==> src/rtl/mem_pkg.sv <==
// Shared encodings and lane helpers for the MEM-stage load/store engine.
// Helpers work on a 64-bit lane view; callers truncate to their bus width.
package mem_pkg;

  typedef enum logic [1:0] {
    SZ_B = 2'b00,
    SZ_H = 2'b01,
    SZ_W = 2'b10,
    SZ_D = 2'b11
  } acc_size_t;

  typedef enum logic [1:0] {
    ST_IDLE  = 2'b00,
    ST_BUS   = 2'b01,
    ST_DONE  = 2'b10,
    ST_DRAIN = 2'b11
  } state_t;

  typedef struct packed {
    logic      is_ld;
    acc_size_t size;
    logic      uns;
  } req_meta_t;

  function automatic logic [7:0] be_gen(input acc_size_t size, input logic [2:0] off);
    case (size)
      SZ_B:    be_gen = 8'h01 << off;
      SZ_H:    be_gen = 8'h03 << off;
      SZ_W:    be_gen = 8'h0F << off;
      default: be_gen = 8'hFF;
    endcase
  endfunction

  // raw is already shifted so the addressed byte sits in bits [7:0]
  function automatic logic [63:0] ld_extend(input acc_size_t size, input logic uns,
                                            input logic [63:0] raw);
    case (size)
      SZ_B:    ld_extend = {{56{raw[7]  & ~uns}}, raw[7:0]};
      SZ_H:    ld_extend = {{48{raw[15] & ~uns}}, raw[15:0]};
      SZ_W:    ld_extend = {{32{raw[31] & ~uns}}, raw[31:0]};
      default: ld_extend = raw;
    endcase
  endfunction

endpackage

==> src/rtl/mem_lane_align.sv <==
// Lane alignment: byte enables, store replication, load extract/extend, misalign flag.
// Purely combinational, zero latency; no flow control.
// Used once on the store (request) path and once on the load (response) path.
module mem_lane_align
  import mem_pkg::*;
#(
  parameter int DATA_W = 32
) (
  input  logic [1:0]                    size,
  input  logic [$clog2(DATA_W/8)-1:0]   off,
  input  logic                          uns,
  input  logic [DATA_W-1:0]             wr_src,
  input  logic [DATA_W-1:0]             rd_raw,
  output logic [DATA_W/8-1:0]           be,
  output logic [DATA_W-1:0]             wr_rep,
  output logic [DATA_W-1:0]             rd_ext,
  output logic                          misalign
);

  localparam int NB    = DATA_W / 8;
  localparam int OFF_W = $clog2(NB);

  acc_size_t   sz;
  logic [63:0] wr64;
  logic [63:0] rd_shift;

  assign sz       = acc_size_t'(size);
  assign rd_shift = 64'(rd_raw) >> {off, 3'b000};
  assign be       = NB'(be_gen(sz, 3'(off)));
  assign rd_ext   = DATA_W'(ld_extend(sz, uns, rd_shift));
  assign wr_rep   = DATA_W'(wr64);

  always_comb begin
    wr64 = 64'(wr_src);
    case (sz)
      SZ_B:    wr64 = {8{wr_src[7:0]}};
      SZ_H:    wr64 = {4{wr_src[15:0]}};
      SZ_W:    wr64 = {2{wr_src[31:0]}};
      default: wr64 = 64'(wr_src);
    endcase
  end

  always_comb begin
    misalign = 1'b0;
    case (sz)
      SZ_B:    misalign = 1'b0;
      SZ_H:    misalign = off[0];
      SZ_W:    misalign = (off[1:0] != 2'b00);
      default: misalign = (DATA_W == 32) ? 1'b1 : (off != OFF_W'(0));
    endcase
  end

endmodule

==> src/rtl/mem_access_unit.sv <==
// MEM-stage load/store engine: alignment check, req/ack data bus, load extension.
// Min 3 cycles per access (capture, bus with ack, done); bus wait bounded by MAX_WAIT.
// Stalls the pipeline while the bus is owed an ack; a flushed access drains unstalled.
module mem_access_unit
  import mem_pkg::*;
#(
  parameter int DATA_W   = 32,
  parameter int ADDR_W   = 32,
  parameter int MAX_WAIT = 255
) (
  input  logic                  clk,
  input  logic                  rst_n,
  input  logic                  op_valid,
  input  logic                  mem_read,
  input  logic                  mem_write,
  input  logic [1:0]            acc_size,
  input  logic                  ld_unsigned,
  input  logic [ADDR_W-1:0]     addr,
  input  logic [DATA_W-1:0]     st_data,
  input  logic                  flush,
  output logic                  stall,
  output logic [DATA_W-1:0]     ld_data,
  output logic                  ld_valid,
  output logic                  adel,
  output logic                  ades,
  output logic                  bus_err,
  output logic [ADDR_W-1:0]     bad_vaddr,
  output logic                  dmem_req,
  output logic                  dmem_we,
  output logic [ADDR_W-1:0]     dmem_addr,
  output logic [DATA_W/8-1:0]   dmem_be,
  output logic [DATA_W-1:0]     dmem_wdata,
  input  logic                  dmem_ack,
  input  logic [DATA_W-1:0]     dmem_rdata
);

  localparam int NB    = DATA_W / 8;
  localparam int OFF_W = $clog2(NB);
  localparam int CNT_W = $clog2(MAX_WAIT + 1);

  state_t              state_q;
  req_meta_t           meta_q;
  logic [ADDR_W-1:0]   addr_q;
  logic [CNT_W-1:0]    cnt_q;
  logic                err_q;
  logic                we_q;
  logic [NB-1:0]       be_q;
  logic [DATA_W-1:0]   wdata_q;
  logic [DATA_W-1:0]   ld_data_q;

  logic [NB-1:0]       st_be;
  logic [DATA_W-1:0]   st_wdata;
  logic                st_misalign;
  logic [DATA_W-1:0]   st_unused_ld;
  logic [DATA_W-1:0]   ld_ext;
  logic [NB-1:0]       ld_unused_be;
  logic [DATA_W-1:0]   ld_unused_wdata;
  logic                ld_unused_mis;

  logic req_act, accept, addr_err, on_bus, timeout;

  mem_lane_align #(.DATA_W(DATA_W)) u_st_align (
    .size     (acc_size),
    .off      (addr[OFF_W-1:0]),
    .uns      (ld_unsigned),
    .wr_src   (st_data),
    .rd_raw   (dmem_rdata),
    .be       (st_be),
    .wr_rep   (st_wdata),
    .rd_ext   (st_unused_ld),
    .misalign (st_misalign)
  );

  mem_lane_align #(.DATA_W(DATA_W)) u_ld_align (
    .size     (meta_q.size),
    .off      (addr_q[OFF_W-1:0]),
    .uns      (meta_q.uns),
    .wr_src   (wdata_q),
    .rd_raw   (dmem_rdata),
    .be       (ld_unused_be),
    .wr_rep   (ld_unused_wdata),
    .rd_ext   (ld_ext),
    .misalign (ld_unused_mis)
  );

  // reset gates the request so every output is quiet while rst_n is low
  assign req_act  = rst_n & op_valid & (mem_read | mem_write) & ~flush;
  assign accept   = (state_q == ST_IDLE) & req_act & ~st_misalign;
  assign addr_err = (state_q == ST_IDLE) & req_act & st_misalign;
  assign on_bus   = (state_q == ST_BUS) | (state_q == ST_DRAIN);
  assign timeout  = on_bus & ~dmem_ack & (cnt_q == CNT_W'(MAX_WAIT - 1));

  assign stall      = accept | ((state_q == ST_BUS) & ~flush);
  assign adel       = addr_err & mem_read;
  assign ades       = addr_err & ~mem_read;
  assign ld_valid   = (state_q == ST_DONE) & meta_q.is_ld & ~err_q & ~flush;
  assign bus_err    = (state_q == ST_DONE) & err_q & ~flush;
  assign bad_vaddr  = addr_err ? addr : (bus_err ? addr_q : '0);
  assign ld_data    = ld_data_q;
  assign dmem_req   = on_bus;
  assign dmem_we    = we_q & on_bus;
  assign dmem_addr  = {addr_q[ADDR_W-1:OFF_W], {OFF_W{1'b0}}};
  assign dmem_be    = be_q;
  assign dmem_wdata = wdata_q;

  always_ff @(posedge clk or negedge rst_n) begin
    if (!rst_n) begin
      state_q   <= ST_IDLE;
      meta_q    <= '0;
      addr_q    <= '0;
      cnt_q     <= '0;
      err_q     <= 1'b0;
      we_q      <= 1'b0;
      be_q      <= '0;
      wdata_q   <= '0;
      ld_data_q <= '0;
    end else begin
      case (state_q)
        ST_IDLE: begin
          if (accept) begin
            meta_q  <= '{is_ld: mem_read, size: acc_size_t'(acc_size), uns: ld_unsigned};
            addr_q  <= addr;
            we_q    <= ~mem_read;
            be_q    <= st_be;
            wdata_q <= st_wdata;
            cnt_q   <= '0;
            err_q   <= 1'b0;
            state_q <= ST_BUS;
          end
        end
        ST_BUS: begin
          // a flushed access that still completes this cycle needs no drain
          if (dmem_ack) begin
            ld_data_q <= ld_ext;
            state_q   <= flush ? ST_IDLE : ST_DONE;
          end else begin
            cnt_q <= cnt_q + CNT_W'(1);
            if (timeout) begin
              err_q   <= 1'b1;
              state_q <= flush ? ST_IDLE : ST_DONE;
            end else if (flush) begin
              state_q <= ST_DRAIN;
            end
          end
        end
        ST_DRAIN: begin
          if (dmem_ack || timeout) state_q <= ST_IDLE;
          else                     cnt_q   <= cnt_q + CNT_W'(1);
        end
        default: state_q <= ST_IDLE;
      endcase
    end
  end

endmodule
==> config.mk <==
export PLATFORM = sky130hd
export DESIGN_NAME = mem_access_unit
export DESIGN_NICKNAME = d
export VERILOG_FILES = /design/src/rtl/mem_pkg.sv /design/src/rtl/mem_lane_align.sv /design/src/rtl/mem_access_unit.sv
export SDC_FILE = /design/constraint.sdc
export NUM_CORES = 1
export LEC_CHECK = 0
export BUFFER_PORTS_ARGS = -buffer_cell sky130_fd_sc_hd__buf_2
export CAP_MARGIN = 10
export CELL_PAD_IN_SITES_DETAIL_PLACEMENT = 0
export CELL_PAD_IN_SITES_GLOBAL_PLACEMENT = 1
export CORE_UTILIZATION = 40
export CTS_CLUSTER_SIZE = 8
export DETAILED_ROUTE_END_ITERATION = 8
export GPL_TIMING_DRIVEN = 0
export PLACE_DENSITY_LB_ADDON = 0.15
export SLEW_MARGIN = 20
export SYNTH_ARGS = -nofsm -noshare
export SYNTH_HDL_FRONTEND = slang
export SYNTH_HIERARCHICAL = 1
export SYNTH_SLANG_ARGS = --single-unit
export TNS_END_PERCENT = 50
==> constraint.sdc <==
create_clock -name clk -period 2.49 [get_ports clk]
set_clock_uncertainty 0.2 [all_clocks]
set_input_delay 0 -clock clk [delete_from_list [all_inputs] [get_ports clk]]
set_output_delay 0 -clock clk [all_outputs]
set_load 0.005 [all_outputs]
[Yosys cells after proc, flatten, opt, wreduce, memory -nomap -nowiden]
Cells that the tools add are included.
Word-level totals
  bits in registers: 116
  latch bits: 0
  bits in writable memories: 0
  bits in read-only memories: 0
  input port bits: 106
  output and inout port bits: 139
  memories kept: 0
Operators by class
  add/sub/neg operators: 1
  $mul: 0
  div/mod/pow operators: 0
  order comparisons: 0
  equality and inequality tests: 14
  shift operators: 4
  multiplexer cells: 21
  bitwise logic cells: 28
  reductions and logical operators: 12
Operators with widths (count)
  case mux 32 bit (3 select lines): 2
  2-to-1 mux 32 bit: 2
  right shift 32 x 5 -> 32 bit: 1
  2-to-1 mux 8 bit: 3
  case mux 8 bit (3 select lines): 1
  AND 1 bit: 19
  2-to-1 mux 2 bit: 6
  case mux 4 bit (3 select lines): 1
  adder 8 x 1 -> 8 bit (second input constant): 1
  == test 2 bit (second input constant): 4
  == test 8 bit (second input constant): 1
  inequality test 2 bit (second input constant): 4
  AND reduction 4 bit: 2
  == test 2 x 1 -> 1 bit (second input constant): 3
  zero test 2 bit: 3
  NOT 1 bit: 6
  case mux 2 bit (3 select lines): 1
  inequality test 4 bit (second input constant): 1
  AND reduction 2 bit: 2
  nonzero test 2 bit: 2
  << shifter 1 x 2 -> 4 bit (first input constant): 1
  << shifter 2 x 2 -> 4 bit (first input constant): 1
  << shifter 4 x 2 -> 4 bit (first input constant): 1
  2-to-1 mux 1 bit: 3
  other kinds (7): 9

[Longest topological paths before layout]
  depth in word-level cells: 7
  gate-level depth with buffers: 12
  depth with buffers taken out: 8

[Modules after synthesis]
Netlist, hierarchy kept.
By module, submodules not included
  mem_access_unit: instances 1, cells each 374, area each 5167.5 sq um, sequential area each 2902.8 sq um
  mem_lane_align: instances 2, cells each 178, area each 1276.2 sq um, sequential area each 0.0 sq um

[Worst setup path after synthesis]
No wires, ideal clock.
  path kind: in2reg
  start: in acc_size[1]
  end: reg cnt_q[6]
  setup time: 0.124 ns
  arrival time: 1.806 ns
  data required time: 2.166 ns
  setup slack: 0.361 ns
  cell stages on the path: 12
  cell sequence: inv_1 > ha_1 > clkbuf_1 > buf_1 > nor2_1 > o21bai_1 > nor2b_1 > nand4b_1 > buf_2 > buf_2 > a2111oi_4 > a211o_1
On the way
  longest elaborated chain between the ends: 6
  elaborated cells between the ends (all ways): 8
  classes of those cells: 3 x eq/ne; 1 x mux; 2 x bitwise; 2 x reduce/logical
RTL lines
  from (decl): RTL line mem_access_unit.sv:16  | input logic [1:0] acc_size,
  == test 2 bit, or another cell as far along: RTL line mem_lane_align.sv:45  | case (sz)
  case mux 1 bit (3 select lines) *: RTL line mem_lane_align.sv:45
  via st_misalign: RTL line mem_access_unit.sv:53  | logic st_misalign;
  NOT 1 bit *: RTL line mem_access_unit.sv:88  | assign accept = (state_q == ST_IDLE) & req_act & ~st_misalign;
  AND 1 bit *: RTL line mem_access_unit.sv:88
  inequality test 2 bit (no line) *
  AND reduction 4 bit (no line) *
  to (signal assigned): RTL line mem_access_unit.sv:137  | cnt_q <= cnt_q + CNT_W'(1);
  to (signal assigned): RTL line mem_access_unit.sv:148  | else cnt_q <= cnt_q + CNT_W'(1);
  to (decl): RTL line mem_access_unit.sv:44  | logic [CNT_W-1:0] cnt_q;
Mark *: on every way through the listed nets, which the timed path passes. The rest lies on a longest branch.
A chain may end at the register's enable or synchronous reset.

[Worst setup path in the final report]
  start: reg state_q[0]
  end: out bad_vaddr[23]
On the way
  longest elaborated chain between the ends: 5
  elaborated cells between the ends (all ways): 8
  classes of those cells: 1 x eq/ne; 2 x mux; 4 x bitwise; 1 x reduce/logical
RTL lines
  from (decl): RTL line mem_access_unit.sv:41  | state_t state_q;
  from (signal assigned): RTL line mem_access_unit.sv:135  | state_q <= flush ? ST_IDLE : ST_DONE;
  from (signal assigned): RTL line mem_access_unit.sv:140  | state_q <= flush ? ST_IDLE : ST_DONE;
  == test 2 bit: RTL line mem_access_unit.sv:97  | assign bus_err = (state_q == ST_DONE) & err_q & ~flush;
  AND 1 bit (2 in series): RTL line mem_access_unit.sv:97
  2-to-1 mux 32 bit: RTL line mem_access_unit.sv:98  | assign bad_vaddr = addr_err ? addr : (bus_err ? addr_q : '0);
  2-to-1 mux 32 bit *: RTL line mem_access_unit.sv:98
  to (decl): RTL line mem_access_unit.sv:27  | output logic [ADDR_W-1:0] bad_vaddr,
Every way passes the cells marked *; elsewhere a longest branch is shown, timed or not.

==> impl_metrics.py <==
metrics = {
    "run_status": {
        "outcome": "finished with violations",
        "failing_checks": "hold timing",
    },
    "worst_setup_path": {
        "worst-r2r-cell-count": 5,
        "critical_path.reg2reg.endpoint": "err_q",
        "setup.worst_path.start_class": "register",
        "flop_to_flop_setup_slack_ns": 0.20,
        "critical_path.endpoint_type": "primary output",
        "worst-setup-path-type": "register to primary output",
        "cp.required_ns": 2.29,
        "cp_max_fo": 10,
        "worst_ep_arrival_time_ns": 2.12,
        "origin_of_the_critical_flop_to_flop_path": "state_q[0]",
    },
    "route": {
        "antenna_violating_nets_left": 0,
        "drt_drc_violations_left": 0,
        "drt-initial-drc-count": 224,
        "dr_total_vias": 5941,
        "avgViaCountPerCell": 5.01,
        "wire_per_inst_um": 16.4,
        "drt-total-wl_um": 19400,
        "drt-pass1-iter-count": 5,
    },
    "floorplanning": {
        "num_io_pins": 245,
        "chipHeight_um": 130,
        "effective_utilization_at_floorplan_pct": 41.0,
        "floorplan.die.width_um": 130,
        "die_area_mm2": 0.0169,
        "core_area_mm2": 0.0159,
        "rows": 46,
    },
    "power_and_ir_drop": {
        "power-per-cell-area_mw_per_mm2": 807,
        "cellLeakagePower_nw": 5.05,
        "worst_ir_drop_vdd_v": 0.000489,
    },
    "timing": {
        "min_period_over_period_pct": 93.3,
        "grt_setup_unrepaired": "no",
        "finalHoldViolations": 59,
        "fmax_mhz": 431,
        "fin_hold_ws_ns": -0.122,
        "worst_slew_pin_slew_ns": 0.747,
        "final.setup.worst_slack_ns": 0.168,
        "slew_hr_pct": 49.8,
        "setup-violations-final": 0,
        "final_max_slew_viol_count": 0,
        "final.min_clock_period_ns": 2.32,
    },
    "layout": {
        "most-common-layout-cells": "269 x sky130_fd_sc_hd__buf_2, 129 x sky130_fd_sc_hd__dlygate4sd3_1, 116 x sky130_fd_sc_hd__dfrtp_1, 113 x sky130_fd_sc_hd__mux2_2, 44 x sky130_fd_sc_hd__buf_4",
        "finalNetCount": 1075,
        "layout-drive-gt1-share_pct": 50.1,
        "area_delta_synth_final_pct": 52.5,
        "fill_cells": 1311,
        "antenna-diode-count": 0,
        "most_common_cell_after_layout_fill_and_taps_aside": "sky130_fd_sc_hd__buf_2",
    },
    "yosys": {
        "synthesized_cell_area_mm2": 0.00654,
        "synthesis.area_per_instance_um2": 11.5,
        "yosysWarningCount": 6,
        "syn-instance-count": 568,
    },
    "min_path": {
        "class_of_the_most_critical_hold_timing_path": "input port to async pin",
    },
    "global_routing": {
        "grt_pass1_wl_um": 30400,
        "grt_start_max_net_pins": 61,
        "grt_pass1_vias": 6165,
        "globalRouteTotalUtil_pct": 23.5,
        "grt_overflow_total": 0,
        "number_of_antenna_violations_at_the_first_check_in_global_routing": 0,
    },
    "placed_design": {
        "gp_routability_congestion": 0.810,
        "dp_worst_setup_slack_ns": -0.370,
        "port_buffers": 242,
        "dp.final_hpwl_um": 13300,
    },
    "clocking": {
        "cts_tree": "yes",
        "number_of_clock_buffers_inserted_by_tritoncts": 17,
        "clk_latency_ns": 0.41,
        "cts_sinks": 116,
        "htreeDepth": 4,
        "clkTransAtPathRegs_ns": 0.05,
        "clock-root-buffer": "sky130_fd_sc_hd__clkbuf_16",
        "clock_path_buffers": 2,
        "cts-hold-fix-buffers": 130,
    },
    "run": {
        "maxCapViolations": 0,
    },
}
## per-layer routing
| layer | vias up | GRT usage (%) | part of all wire, % |
|---|---|---|---|
| met3 | 31 | 6.03 | 6.2 |
| met1 | 2905 | 27.3 | 41 |
| met2 | 211 | 41.2 | 51 |
| met5 | - | 0 | 0 |
| met4 | 0 | 9.99 | 2.3 |
| li1 | 2794 | - | - |
## flip-flops by register name, summed over array words and instances (netlist names)
signal,count
addr_q,32
dmem_wdata,32
ld_data,32
cnt_q,8
dmem_be,4
meta_q,4
state_q,2
err_q,1
we_q,1
## how the worst max path moves through the flow
| stage | start | to | cells after the start |
|---|---|---|---|
| after floorplan | acc_size[1] | cnt_q[6] | 12 |
| after global placement | rst_n | cnt_q[6] | 7 |
| after detailed placement | acc_size[1] | cnt_q[6] | 13 |
| after CTS | state_q[0] | bad_vaddr[2] | 6 |
| after global routing | state_q[0] | bad_vaddr[14] | 6 |
| final | state_q[0] | bad_vaddr[23] | 7 |
## through the flow
| step | power, mW | util (%) | setup TNS, ns | instances | cell area, um2 |
|---|---|---|---|---|---|
| after global placement | 5.44 | 50.3 | -154.20 | 1027 | 8020 |
| after global routing | 8.54 | 62.5 | 0 | 1187 | 9970 |
| after detailed placement | 5.53 | 50.5 | -20.10 | 1028 | 8060 |
| after CTS | 8.11 | 62.4 | 0 | 1187 | 9950 |
| after floorplan | 4.40 | - | 0 | 569 | 6540 |
| final | 8.04 | 62.5 | 0 | 1187 | 9970 |
## area by class of cell
cell class | instances | area, um2 | share of cell area (%)
repair buffers | 373 | 2570 | 25.8
clock buffers | 25 | 526 | 5.27
clock inverters | 4 | 45.0 | 0.452
plain buffers | 94 | 598 | 6.00
flip-flops and latches | 116 | 2900 | 29.1
well taps | 216 | 270 | 2.71
inverters | 6 | 22.5 | 0.226
multi-input cells | 353 | 3030 | 30.4
## power breakdown
group	switching, mW	total [mW]	internal [mW]
Combinational	1.16	2.77	1.61
Clock	0.805	2.34	1.54
Sequential	0.404	2.94	2.53
Total	2.37	8.04	5.68
## critical path, stage by stage, from the launching register on
cell and delay, ns:
sky130_fd_sc_hd__dfrtp_1 0.39, sky130_fd_sc_hd__buf_2 0.19, sky130_fd_sc_hd__nor3_2 0.19, sky130_fd_sc_hd__and4_1 0.26, sky130_fd_sc_hd__clkbuf_4 0.22, sky130_fd_sc_hd__buf_4 0.18
sky130_fd_sc_hd__a22o_1 0.16, sky130_fd_sc_hd__buf_2 0.11
## what timing repair did
item / CTS / global route
gates cloned: 0 / 0
setup buffers: 0 / 0
hold endpoints to repair: 221 / 58
pin swaps: 0 / 1
endpoints found under the setup margin: 12 / 31
gates resized for setup: 2 / 10
(Power assumes the default switching activity.)
